`src/rtl/clk_gate_pkg.sv`:
```
// Shared types and default parameters for the clk1 clock-gating controller.
package clk_gate_pkg;

  localparam int DEF_IDLE_CYCLES = 16;
  localparam int DEF_WAKE_SETTLE = 2;
  localparam int DEF_SYNC_STAGES = 2;

  typedef enum logic [2:0] {
    ST_RUN     = 3'd0,
    ST_REQ     = 3'd1,
    ST_GATED   = 3'd2,
    ST_WAKE    = 3'd3,
    ST_RELEASE = 3'd4
  } gate_state_e;

endpackage

```
`src/rtl/clk1_gate_ctrl_sync_bit.sv`:
```
// N-stage single-bit synchronizer with asynchronous active-low reset to 0.
module sync_bit
  import clk_gate_pkg::*;
#(
  parameter int STAGES = DEF_SYNC_STAGES
) (
  input  logic clk,
  input  logic rst_n,
  input  logic d,
  output logic q
);

  logic [STAGES-1:0] sync_q;
  logic [STAGES-1:0] sync_d;

  always_comb begin
    sync_d = {sync_q[STAGES-2:0], d};
  end

  always_ff @(posedge clk or negedge rst_n) begin
    if (!rst_n) begin
      sync_q <= '0;
    end else begin
      sync_q <= sync_d;
    end
  end

  assign q = sync_q[STAGES-1];

endmodule

```
`src/rtl/clk1_gate_ctrl.sv`:
```
// Clock-gating controller for clk1: idle detection, 4-phase quiesce handshake,
// and a negedge-registered enable so the downstream AND gate never glitches.
module clk1_gate_ctrl
  import clk_gate_pkg::*;
#(
  parameter int IDLE_CYCLES = DEF_IDLE_CYCLES,
  parameter int WAKE_SETTLE = DEF_WAKE_SETTLE,
  parameter int SYNC_STAGES = DEF_SYNC_STAGES
) (
  input  logic       clk1,
  input  logic       rst_n1,
  input  logic       busy,
  input  logic       force_on,
  input  logic       wake_async,
  input  logic       quiesce_ack,
  output logic       quiesce_req,
  output logic       en1,
  output logic       gated,
  output logic [2:0] state
);

  localparam int IW = $clog2(IDLE_CYCLES);
  localparam int SW = $clog2(WAKE_SETTLE + 1);
  localparam logic [IW-1:0] IDLE_MAX   = IW'(IDLE_CYCLES - 1);
  localparam logic [SW-1:0] SETTLE_MAX = SW'(WAKE_SETTLE - 1);

  gate_state_e   state_q;
  gate_state_e   state_d;
  logic [IW-1:0] idle_cnt_q;
  logic [IW-1:0] idle_cnt_d;
  logic [SW-1:0] settle_cnt_q;
  logic [SW-1:0] settle_cnt_d;
  logic          en_q;
  logic          en_d;
  logic          en1_q;
  logic          en1_d;
  logic          quiesce_req_q;
  logic          quiesce_req_d;
  logic          gated_q;
  logic          gated_d;
  logic          wake_s;
  logic          active;

  sync_bit #(
    .STAGES(SYNC_STAGES)
  ) u_wake_sync (
    .clk  (clk1),
    .rst_n(rst_n1),
    .d    (wake_async),
    .q    (wake_s)
  );

  assign active = busy | force_on | wake_s;

  always_comb begin
    state_d      = state_q;
    idle_cnt_d   = idle_cnt_q;
    settle_cnt_d = settle_cnt_q;
    case (state_q)
      ST_RUN: begin
        if (active) begin
          idle_cnt_d = '0;
        end else if (idle_cnt_q == IDLE_MAX) begin
          state_d = ST_REQ;
        end else begin
          idle_cnt_d = idle_cnt_q + 1'b1;
        end
      end
      // An abort beats a simultaneous acknowledge.
      ST_REQ: begin
        if (active) begin
          state_d = ST_RELEASE;
        end else if (quiesce_ack) begin
          state_d = ST_GATED;
        end
      end
      ST_GATED: begin
        if (active) begin
          state_d      = ST_WAKE;
          settle_cnt_d = '0;
        end
      end
      ST_WAKE: begin
        if (settle_cnt_q == SETTLE_MAX) begin
          state_d = ST_RELEASE;
        end else begin
          settle_cnt_d = settle_cnt_q + 1'b1;
        end
      end
      ST_RELEASE: begin
        if (!quiesce_ack) begin
          state_d    = ST_RUN;
          idle_cnt_d = '0;
        end
      end
      default: begin
        state_d = ST_RUN;
      end
    endcase

    // Outputs decode the next state so they register on the same edge.
    en_d          = (state_d != ST_GATED);
    quiesce_req_d = (state_d == ST_REQ) || (state_d == ST_GATED) || (state_d == ST_WAKE);
    gated_d       = (state_d == ST_GATED);
    en1_d         = en_q;
  end

  always_ff @(posedge clk1 or negedge rst_n1) begin
    if (!rst_n1) begin
      state_q       <= ST_RUN;
      idle_cnt_q    <= '0;
      settle_cnt_q  <= '0;
      en_q          <= 1'b1;
      quiesce_req_q <= 1'b0;
      gated_q       <= 1'b0;
    end else begin
      state_q       <= state_d;
      idle_cnt_q    <= idle_cnt_d;
      settle_cnt_q  <= settle_cnt_d;
      en_q          <= en_d;
      quiesce_req_q <= quiesce_req_d;
      gated_q       <= gated_d;
    end
  end

  // Updating on the falling edge keeps en1 stable while clk1 is high.
  always_ff @(negedge clk1 or negedge rst_n1) begin
    if (!rst_n1) begin
      en1_q <= 1'b1;
    end else begin
      en1_q <= en1_d;
    end
  end

  assign quiesce_req = quiesce_req_q;
  assign en1         = en1_q;
  assign gated       = gated_q;
  assign state       = state_q;

endmodule

```
`config.mk`:
```
export PLATFORM = sky130hd
export DESIGN_NAME = clk1_gate_ctrl
export DESIGN_NICKNAME = d
export VERILOG_FILES = /design/src/rtl/clk_gate_pkg.sv /design/src/rtl/clk1_gate_ctrl_sync_bit.sv /design/src/rtl/clk1_gate_ctrl.sv
export SDC_FILE = /design/constraint.sdc
export NUM_CORES = 1
export LEC_CHECK = 0
export BUFFER_PORTS_ARGS = -buffer_cell sky130_fd_sc_hd__buf_4
export CAP_MARGIN = 15
export CORE_MARGIN = 2
export CORE_UTILIZATION = 50
export DETAILED_ROUTE_END_ITERATION = 7
export HOLD_SLACK_MARGIN = 0.05
export PLACE_DENSITY_LB_ADDON = 0.08
export SYNTH_ARGS = -nofsm -noshare
export SYNTH_HDL_FRONTEND = slang
export SYNTH_HIERARCHICAL = 1
export SYNTH_SLANG_ARGS = --single-unit
```
`constraint.sdc`:
```
create_clock -name clk1 -period 1.75 [get_ports clk1]
set_input_delay 0.175 -clock clk1 [delete_from_list [all_inputs] [get_ports clk1]]
set_output_delay 0.175 -clock clk1 [all_outputs]
set_load 0.01 [all_outputs]
```
==> impl_results.md, run 1 <==
* Run status: finished, violations left
* Failing checks: negative setup slack
* Top library cells by usage in the layout, fill and taps aside: 15 x buf_4, 13 x dfrtp_1, 6 x nand2_1
* Number of vias per cell after detailed routing at 5.743
* Biggest area contributors in the synthesized netlist: dfrtp_1 42%, dfstp_2 6.8%, nor4b_1 3.4%
* Post-synth ARST share at 100.0%
* Post-layout net count at 102
* Maximum fanout count along the critical path at 1
* Buffering stage count on the worst path with inverters included at 1
* Commonest non-fill, non-tap cell in the layout: buf_4
* Worst EP required at 1.57 ns
* Clock insertion delay at the later pin of the skew report at 0.33 ns
* Total overflow reported by the global router at 0
* Post-synthesis cell type with the largest combined area: dfrtp_1
* Number of antenna diodes at 0
* Layout overhead on the synthesized area at 22.85%
* Number of slew-limit violations in the final report at 0
* Initial detailed-routing violation count at 7
* Sort of element at the end of the critical path: output port
* Final hold vios at 0
* Measured slew at the worst slew-check pin at 0.4582 ns
* Setup ws final at -0.2347 ns
* Post-Layout Inst Area at 948.4 um^2
* Via count of the first global-routing pass at 629
* Number of iterations in the first detailed-routing pass at 4
* Area share of the largest cell type after synthesis at 42.14%
* Vert. Die Dim at 43.30 um
* CTS clock-pin slew for the worst setup and hold paths at 0.09 ns
* Cell chosen for the clock root: clkbuf_4
* Seq cells post-synth at 15
* Ordered list of cells on the worst path: buf_6
* Post-synthesis instance area at 772.0 um^2
* Number of flops mapped to enable cells by yosys at 0
* Category of cells accounting for the largest share of critical-path delay: flip-flops
* Global-route usage over all layers at 19.17%
* Initial cell density of the core at 52.47%
* Antenna violations before repair at 0
* Main synth FF type: dfrtp_1
* Flop-to-flop setup slack at 0.16 ns
* Post-Synthesis Cells at 74
* DRC viols at 0
* Clock Skew at 0.05593 ns
* Num rows at 14
* Routed via count at 626
* Maximum number of pins on one net before global-route repair at 16
* Worst slew margin at 69.22%
* DIE AREA at 1874 um^2
* TritonCTS clock tree: done
* Routed wire length at 1.497 mm
* Maximum ir drop on the vdd rail at 0.0006075 V
* Slowest CP cell: dfstp_2
* Clock sink count at 15
* Fraction of the yosys area taken by sequential cells at 48.95%
* Fraction of final layout cells sized beyond drive strength 1 at 27.96%
* Number of buffers created by CTS at 3
* Num ports at 12
* Maximum clock path buffer count at 2
* Count of H-tree levels built during CTS at 1
* Crit-path max cell delay at 0.51 ns
* Count of input and output buffers at 11
* Total of fill cells in the finished design at 126
* Routed wire per std cell at 13.73 um
* Critical path startpoint category: register
* Net count after synthesis at 82
* CP Data Arrival Time at 1.81 ns
* WHS at 0.1749 ns
* Total cell area at the placement stage at 897.1 um^2
* Power per standard cell area at 1049 nW/um^2
* Global placement routability congestion at 0.8043
* Setup violations, final at 1
* Antenna Violating Nets Remaining at 0
* Unrepaired setup endpoints after global routing: true
* Min-delay worst type: input pin to register
* Count of cell types in the netlist at 33
* Crit Path Category: register to output port
* Width of the chip at 43.30 um
* Max Cap Viol at 0
* Placeable Area at 1471 um^2
* Wire length of the first global-routing pass at 2.656 mm
* Setup repair bufs after CTS at 0
* Static power due to leakage at 0.4511 nW
* Average cell area after synthesis at 10.43 um^2
* HPWL after detailed placement at 1.096 mm
* Number of synthesis warnings at 6
sequential cells by signal, indices dropped and copies added (netlist names):
register,cells
quiesce_req,1
u_wake_sync/sync_q,2
settle_cnt_q,2
en1,1
idle_cnt_q,4
gated,1
state,3
en1_d,1
per-stage QoR:
| stage | power [mW] | worst slack (ns) | cells | TNS, ns | util (%) |
|---|---|---|---|---|---|
| 2_1_floorplan | 0.6820 | 0.1804 | 74 | 0 | - |
| 3_3_place_gp | 0.7933 | 0.1017 | 103 | 0 | 60.97 |
| 3_5_place_dp | 0.7990 | 0.1009 | 103 | 0 | 60.97 |
| 4_1_cts | 1.006 | -0.2482 | 109 | -0.2482 | 64.46 |
| 5_1_grt | 1.074 | -0.2731 | 109 | -0.2731 | 64.46 |
| 6_report | 0.9951 | -0.2347 | 109 | -0.2347 | 64.46 |
cell usage after synthesis, types with 2 or more instances:
library cell  number
o21ai_0            2
nor2_1             2
nor2b_1            2
nand3_1            3
o21ai_1            3
mux2i_1            2
a22o_1             2
a21oi_1            3
buf_2              3
nor3_1             3
nor4b_1            3
dfrtp_1           13
ha_1               2
nand2_1            6
and3_1             2
nor4_2             2
inv_1              4
dfstp_2            2
routing by layer:
layer	wire, um	global-route usage, %	vias up
met3	47	4.255	2
met5	0	0	-
met1	691	24.52	302
met2	749	31.64	11
li1	-	-	311
met4	9	6.667	0
power breakdown:
group / internal (mW) / switching [mW] / total [mW] / leakage [nW]
clock network: 0.0876 / 0.116 / 0.203 / 0.0230
registers: 0.401 / 0.0620 / 0.463 / 0.196
logic: 0.165 / 0.164 / 0.328 / 0.232
total: 0.654 / 0.341 / 0.995 / 0.451
layout make-up:
class | count | area, um^2 | area share (%)
tap | 16 | 20.02 | 2.111
timing repair buffer | 18 | 143.9 | 15.17
inverter | 3 | 11.26 | 1.187
clock inverter | 2 | 8.758 | 0.9235
sequential | 15 | 377.9 | 39.84
multi-input combinational | 52 | 364.1 | 38.39
clock buffer | 3 | 22.52 | 2.375
final timing paths:
path,startpoint,endpoint,cells after the start
setup / recovery,en1$_DFF_NN1_,en1,1
hold / removal,quiesce_ack,state[2]$_DFF_PN0_,2
setup reg to reg,idle_cnt_q[0]$_DFFE_PN0P_,idle_cnt_q[1]$_DFFE_PN0P_,4
hold reg to reg,u_wake_sync/sync_q[0]$_DFF_PN0_,u_wake_sync/sync_q[1]$_DFF_PN0_,0
max in group asynchronous,rst_n1,en1$_DFF_NN1_,2
min in group asynchronous,rst_n1,idle_cnt_q[2]$_DFFE_PN0P_,2
logic make-up after synthesis:
family	after synthesis	synth area share, %
fa+ha+maj	2	3.241
buf+inv	7	3.889
compound gates	17	14.91
mux	4	5.996
flops	15	48.95
simple gates	29	23.02
repair_timing:
action                                  CTS  global route
endpoints found under the setup margin    1             1
resized for setup                         1             0
hold buffers                              2             0
endpoints found under the hold margin    15             0
No activity file was read; power rests on OpenSTA's default activity.
==> inputs of run 2 (changes only) <==
Settings changed: CORE_UTILIZATION 50 to 48.
Clock period 1.75 ns to 1.8 ns, I/O delays scaled along.
==> impl_results.md, run 2 (synthesis gave the netlist of run 1 again) <==
* Final design utilization at 62.46%
* Global placement routability congestion at 0.8204
* Number of iterations in the first detailed-routing pass at 4
* Clock Skew at 0.05712 ns
* Width of the chip at 44.11 um
* Sort of element at the end of the critical path: output port
* Critical path startpoint category: register
* Category of cells accounting for the largest share of critical-path delay: flip-flops
* Initial detailed-routing violation count at 15
* Setup violations, final at 1
* Via count of the first global-routing pass at 617
* CP Data Arrival Time at 1.84 ns
* Reg with most FFs: idle_cnt_q
* Num rows at 14
* Clock sink count at 15
* Num ports at 12
* HPWL after detailed placement at 1.149 mm
* Power per standard cell area at 1022 nW/um^2
* Number of vias per cell after detailed routing at 5.917
* Vert. Die Dim at 44.11 um
* Number of slew-limit violations in the final report at 0
* Wire length of the first global-routing pass at 2.608 mm
* Finished Layout Cells at 108
* Global-route usage over all layers at 18.41%
* Crit-path max cell delay at 0.51 ns
* Dpl ws at 0.1242 ns
* DRC viols at 0
* Power consumption at 962.1 uW
* Unrepaired setup endpoints after global routing: true
* Worst EP required at 1.62 ns
* Maximum ir drop on the vdd rail at 0.0005803 V
* Slowest CP cell: dfstp_2
* Count of H-tree levels built during CTS at 1
* Setup ws final at -0.2180 ns
* Count of input and output buffers at 11
* Crit Path Category: register to output port
* Maximum number of pins on one net before global-route repair at 16
* Routed via count at 639
* Measured slew at the worst slew-check pin at 0.4412 ns
* Total cell area at the placement stage at 889.6 um^2
* Antenna Violating Nets Remaining at 0
* Antenna violations before repair at 0
* Maximum clock path buffer count at 2
* CTS clock-pin slew for the worst setup and hold paths at 0.09 ns
* Cell chosen for the clock root: clkbuf_4
* Commonest non-fill, non-tap cell in the layout: buf_4
* Final hold vios at 0
* Clock insertion delay at the later pin of the skew report at 0.33 ns
* Max FFs per register at 4
* TritonCTS clock tree: done
* Initial cell density of the core at 51.25%
* Buffering stage count on the worst path with inverters included at 1
* Setup repair bufs after CTS at 0
* Placeable Area at 1506 um^2
* Total overflow reported by the global router at 0
* Number of antenna diodes at 0
* Fraction of final layout cells sized beyond drive strength 1 at 27.17%
* Max Cap Viol at 0
* Run status: finished, violations left
* Worst slew margin at 70.36%
* Failing checks: negative setup slack
* Ordered list of cells on the worst path: buf_6
* Inst Count DP at 102
* Top library cells by usage in the layout, fill and taps aside: 14 x buf_4, 13 x dfrtp_1, 6 x nand2_1
* Routed wire length at 1.588 mm
* Layout overhead on the synthesized area at 21.88%
* Maximum fanout count along the critical path at 1
* Number of buffers created by CTS at 3
* Routed wire per std cell at 14.70 um
* Post-layout net count at 101
* Post-Layout Inst Area at 940.9 um^2
* Min-delay worst type: input pin to register
* DIE AREA at 1945 um^2
* Static power due to leakage at 0.4457 nW
## run 2: power breakdown
group	leakage (nW)	switching, mW	internal, mW	total (mW)
Combinational	0.227	0.147	0.157	0.304
Clock	0.0230	0.114	0.0853	0.199
Sequential	0.196	0.0690	0.390	0.459
Total	0.446	0.329	0.633	0.962
## run 2: metal layers
layer	part of all wire [%]	vias up	global-route usage [%]	wire length, um
li1	-	310	-	-
met1	44	301	22.98	700
met2	49	24	29.41	779
met3	4.7	4	4.082	75
met4	2.0	0	10.30	32
met5	0	-	0	0
## run 2: final cells by class
class | instances | area, um^2
clock buffers | 3 | 22.52
fillers | 133 | 565.5
inverters | 3 | 11.26
multi-input cells | 52 | 364.1
well taps | 16 | 20.02
repair buffers | 17 | 136.4
flip-flops and latches | 15 | 377.9
clock inverters | 2 | 8.758
## run 2: per-stage QoR
step / TNS, ns / hold WS, ns
floorplan: 0 / -0.1156
finish: -0.2180 / 0.1678
detailed placement: 0 / 0.04405
CTS: -0.2262 / 0.1676
global placement: 0 / 0.04211
global route: -0.2447 / 0.1614
## run 2: final timing paths
check	from	to	slack (ns)	depth (start not counted)
min in group asynchronous	rst_n1	settle_cnt_q[0]$_DFFE_PN0P_	0.28	2
max in group asynchronous	rst_n1	en1$_DFF_NN1_	0.42	2
worst max register to register	idle_cnt_q[0]$_DFFE_PN0P_	idle_cnt_q[1]$_DFFE_PN0P_	0.25	4
worst max-delay path	en1$_DFF_NN1_	en1	-0.22	1
worst min-delay path	quiesce_ack	state[2]$_DFF_PN0_	0.17	2
worst min register to register	u_wake_sync/sync_q[0]$_DFF_PN0_	u_wake_sync/sync_q[1]$_DFF_PN0_	0.36	0
## run 2: what timing repair did
action | 4_1_cts | 5_1_grt
resized for setup | 1 | 0
hold endpoints to repair | 15 | 0
endpoints found under the setup margin | 1 | 1
pin swaps | 0 | 0
hold buffers | 2 | 0
==> inputs of run 3 (changes only) <==
Settings changed: BUFFER_PORTS_ARGS -buffer_cell sky130_fd_sc_hd__buf_4 to not set, CORE_UTILIZATION 48 to 50, DONT_BUFFER_PORTS set to 1, HOLD_SLACK_MARGIN 0.05 to 0.15.
==> impl_results.md, run 3 (synthesis gave the netlist of run 1 again) <==
* Total overflow reported by the global router at 0
* Maximum clock path buffer count at 2
* Clock insertion delay at the later pin of the skew report at 0.33 ns
* Number of antenna diodes at 0
* Sw Ratio at 34.42%
* Routed via count at 612
* Reg with most FFs: idle_cnt_q
* Number of buffers created by CTS at 3
* Maximum ir drop on the vdd rail at 0.0006274 V
* Global-route usage over all layers at 18.78%
* Number of slew-limit violations in the final report at 0
* Proportion of power drawn by flip-flops and latches at 48.5%
* Combinational share of power at 30.8%
* Max FFs per register at 4
* Sort of element at the end of the critical path: output port
* Number of vias per cell after detailed routing at 6.059
* Vert. Die Dim at 43.30 um
* Final hold vios at 0
* Width of the chip at 43.30 um
* WHS at 0.2034 ns
* Fraction of final layout cells sized beyond drive strength 1 at 16.47%
* Placeable Area at 1471 um^2
* Num rows at 14
* Switching power total at 319.3 uW
* Total of fill cells in the finished design at 134
* Max Cap Viol at 0
* Min-delay worst type: input pin to register
* Routed wire length at 1.491 mm
* Final design utilization at 60.54%
* Worst EP required at 1.62 ns
* Initial cell density of the core at 52.47%
* Maximum fanout count along the critical path at 1
* Number of iterations in the first detailed-routing pass at 4
* Setup violations, final at 1
* DRC viols at 0
* Clk network pwr share at 20.7%
* Cell chosen for the clock root: clkbuf_4
* Unrepaired setup endpoints after global routing: true
* Setup ws final at -0.1473 ns
* Clock Skew at 0.05643 ns
* TritonCTS clock tree: done
* Crit Path Category: register to output port
* Static power due to leakage at 0.4079 nW
* Count of H-tree levels built during CTS at 1
* Total area of sequential cells at 377.9 um^2
* Global placement routability congestion at 0.7532
* DIE AREA at 1874 um^2
* Commonest non-fill, non-tap cell in the layout: dfrtp_1
* Routed wire per std cell at 14.76 um
* Area taken by multi-input logic gates at 364.1 um^2
* Layout overhead on the synthesized area at 15.40%
* Run status: finished, violations left
* Failing checks: negative setup slack
* Measured slew at the worst slew-check pin at 0.6472 ns
* Power per standard cell area at 1041 nW/um^2
* Worst slew margin at 56.71%
* Maximum number of pins on one net before global-route repair at 15
* Count of input and output buffers at 0
* CTS clock-pin slew for the worst setup and hold paths at 0.09 ns
* Antenna violations before repair at 0
* Internal power of the cells at 608.3 uW
* CP Data Arrival Time at 1.77 ns
* Clock sink count at 15
* Num ports at 12
* Critical path startpoint category: register
* Post-layout net count at 94
* Via count of the first global-routing pass at 605
* Top library cells by usage in the layout, fill and taps aside: 13 x dfrtp_1, 6 x nand2_1, 5 x inv_1, 5 x dlygate4sd3_1, 5 x buf_4
* Antenna Violating Nets Remaining at 0
* Initial detailed-routing violation count at 14
* Number of gates resized after cts at 0
* Wire length of the first global-routing pass at 2.580 mm
* HPWL after detailed placement at 1.013 mm
-- run 3: changes by cell type in the layout (fill, tap and decap cells not counted) --
cell and change:
buf_4 -9, buf_6 -1, clkinv_2 -1, dlygate4sd3_1 +3, inv_1 +1
-- run 3: area by class of cell --
cell class | count | share of cell area [%]
flip-flops and latches | 15 | 42.42
repair buffers | 10 | 9.831
clock inverters | 2 | 0.8427
clock buffers | 3 | 2.528
multi-input cells | 52 | 40.87
well taps | 16 | 2.247
inverters | 3 | 1.264
-- run 3: through the flow --
stage	total power, mW	instances	cell area [um^2]	TNS, ns	setup slack, ns
after global placement	0.7246	92	814.5	0	0.1991
after detailed placement	0.7294	92	814.5	0	0.1987
after floorplan	0.6631	74	772.0	0	0.2004
after global routing	1.005	101	890.9	-0.1821	-0.1821
final	0.9276	101	890.9	-0.1473	-0.1473
after CTS	0.9367	101	890.9	-0.1602	-0.1602
-- run 3: routing by layer --
metal / part of all wire, % / GRT usage, %
met5: 0 / 0
met1: 47 / 25.47
met4: 0.74 / 10.30
met2: 48 / 27.46
met3: 4.3 / 4.255
-- run 3: repair_timing --
item                                    in CTS  in global routing
hold buffers                                 5                  0
buffers inserted                             0                  0
hold endpoints to repair                    20                  0
endpoints found under the setup margin       1                  1
-- run 3: power groups by stage --
stage          registers (mW)  logic (mW)  clock network (mW)
3_3_place_gp            0.454       0.264             0.00695
5_1_grt                 0.460       0.325               0.220
3_5_place_dp            0.454       0.268             0.00695
2_1_floorplan           0.451       0.205             0.00695
4_1_cts                 0.449       0.287               0.201
6_report                0.450       0.286               0.192
-- run 3: final timing paths --
| path | startpoint | endpoint | slack, ns | cells past startpoint |
|---|---|---|---|---|
| setup / recovery | en1$_DFF_NN1_ | en1 | -0.15 | 0 |
| hold / removal | quiesce_ack | idle_cnt_q[0]$_DFFE_PN0P_ | 0.20 | 3 |
| setup reg to reg | idle_cnt_q[0]$_DFFE_PN0P_ | idle_cnt_q[1]$_DFFE_PN0P_ | 0.21 | 4 |
| hold reg to reg | u_wake_sync/sync_q[0]$_DFF_PN0_ | u_wake_sync/sync_q[1]$_DFF_PN0_ | 0.36 | 0 |
| max in group asynchronous | rst_n1 | gated$_DFF_PN0_ | 1.03 | 1 |
| min in group asynchronous | rst_n1 | idle_cnt_q[0]$_DFFE_PN0P_ | 0.36 | 1 |
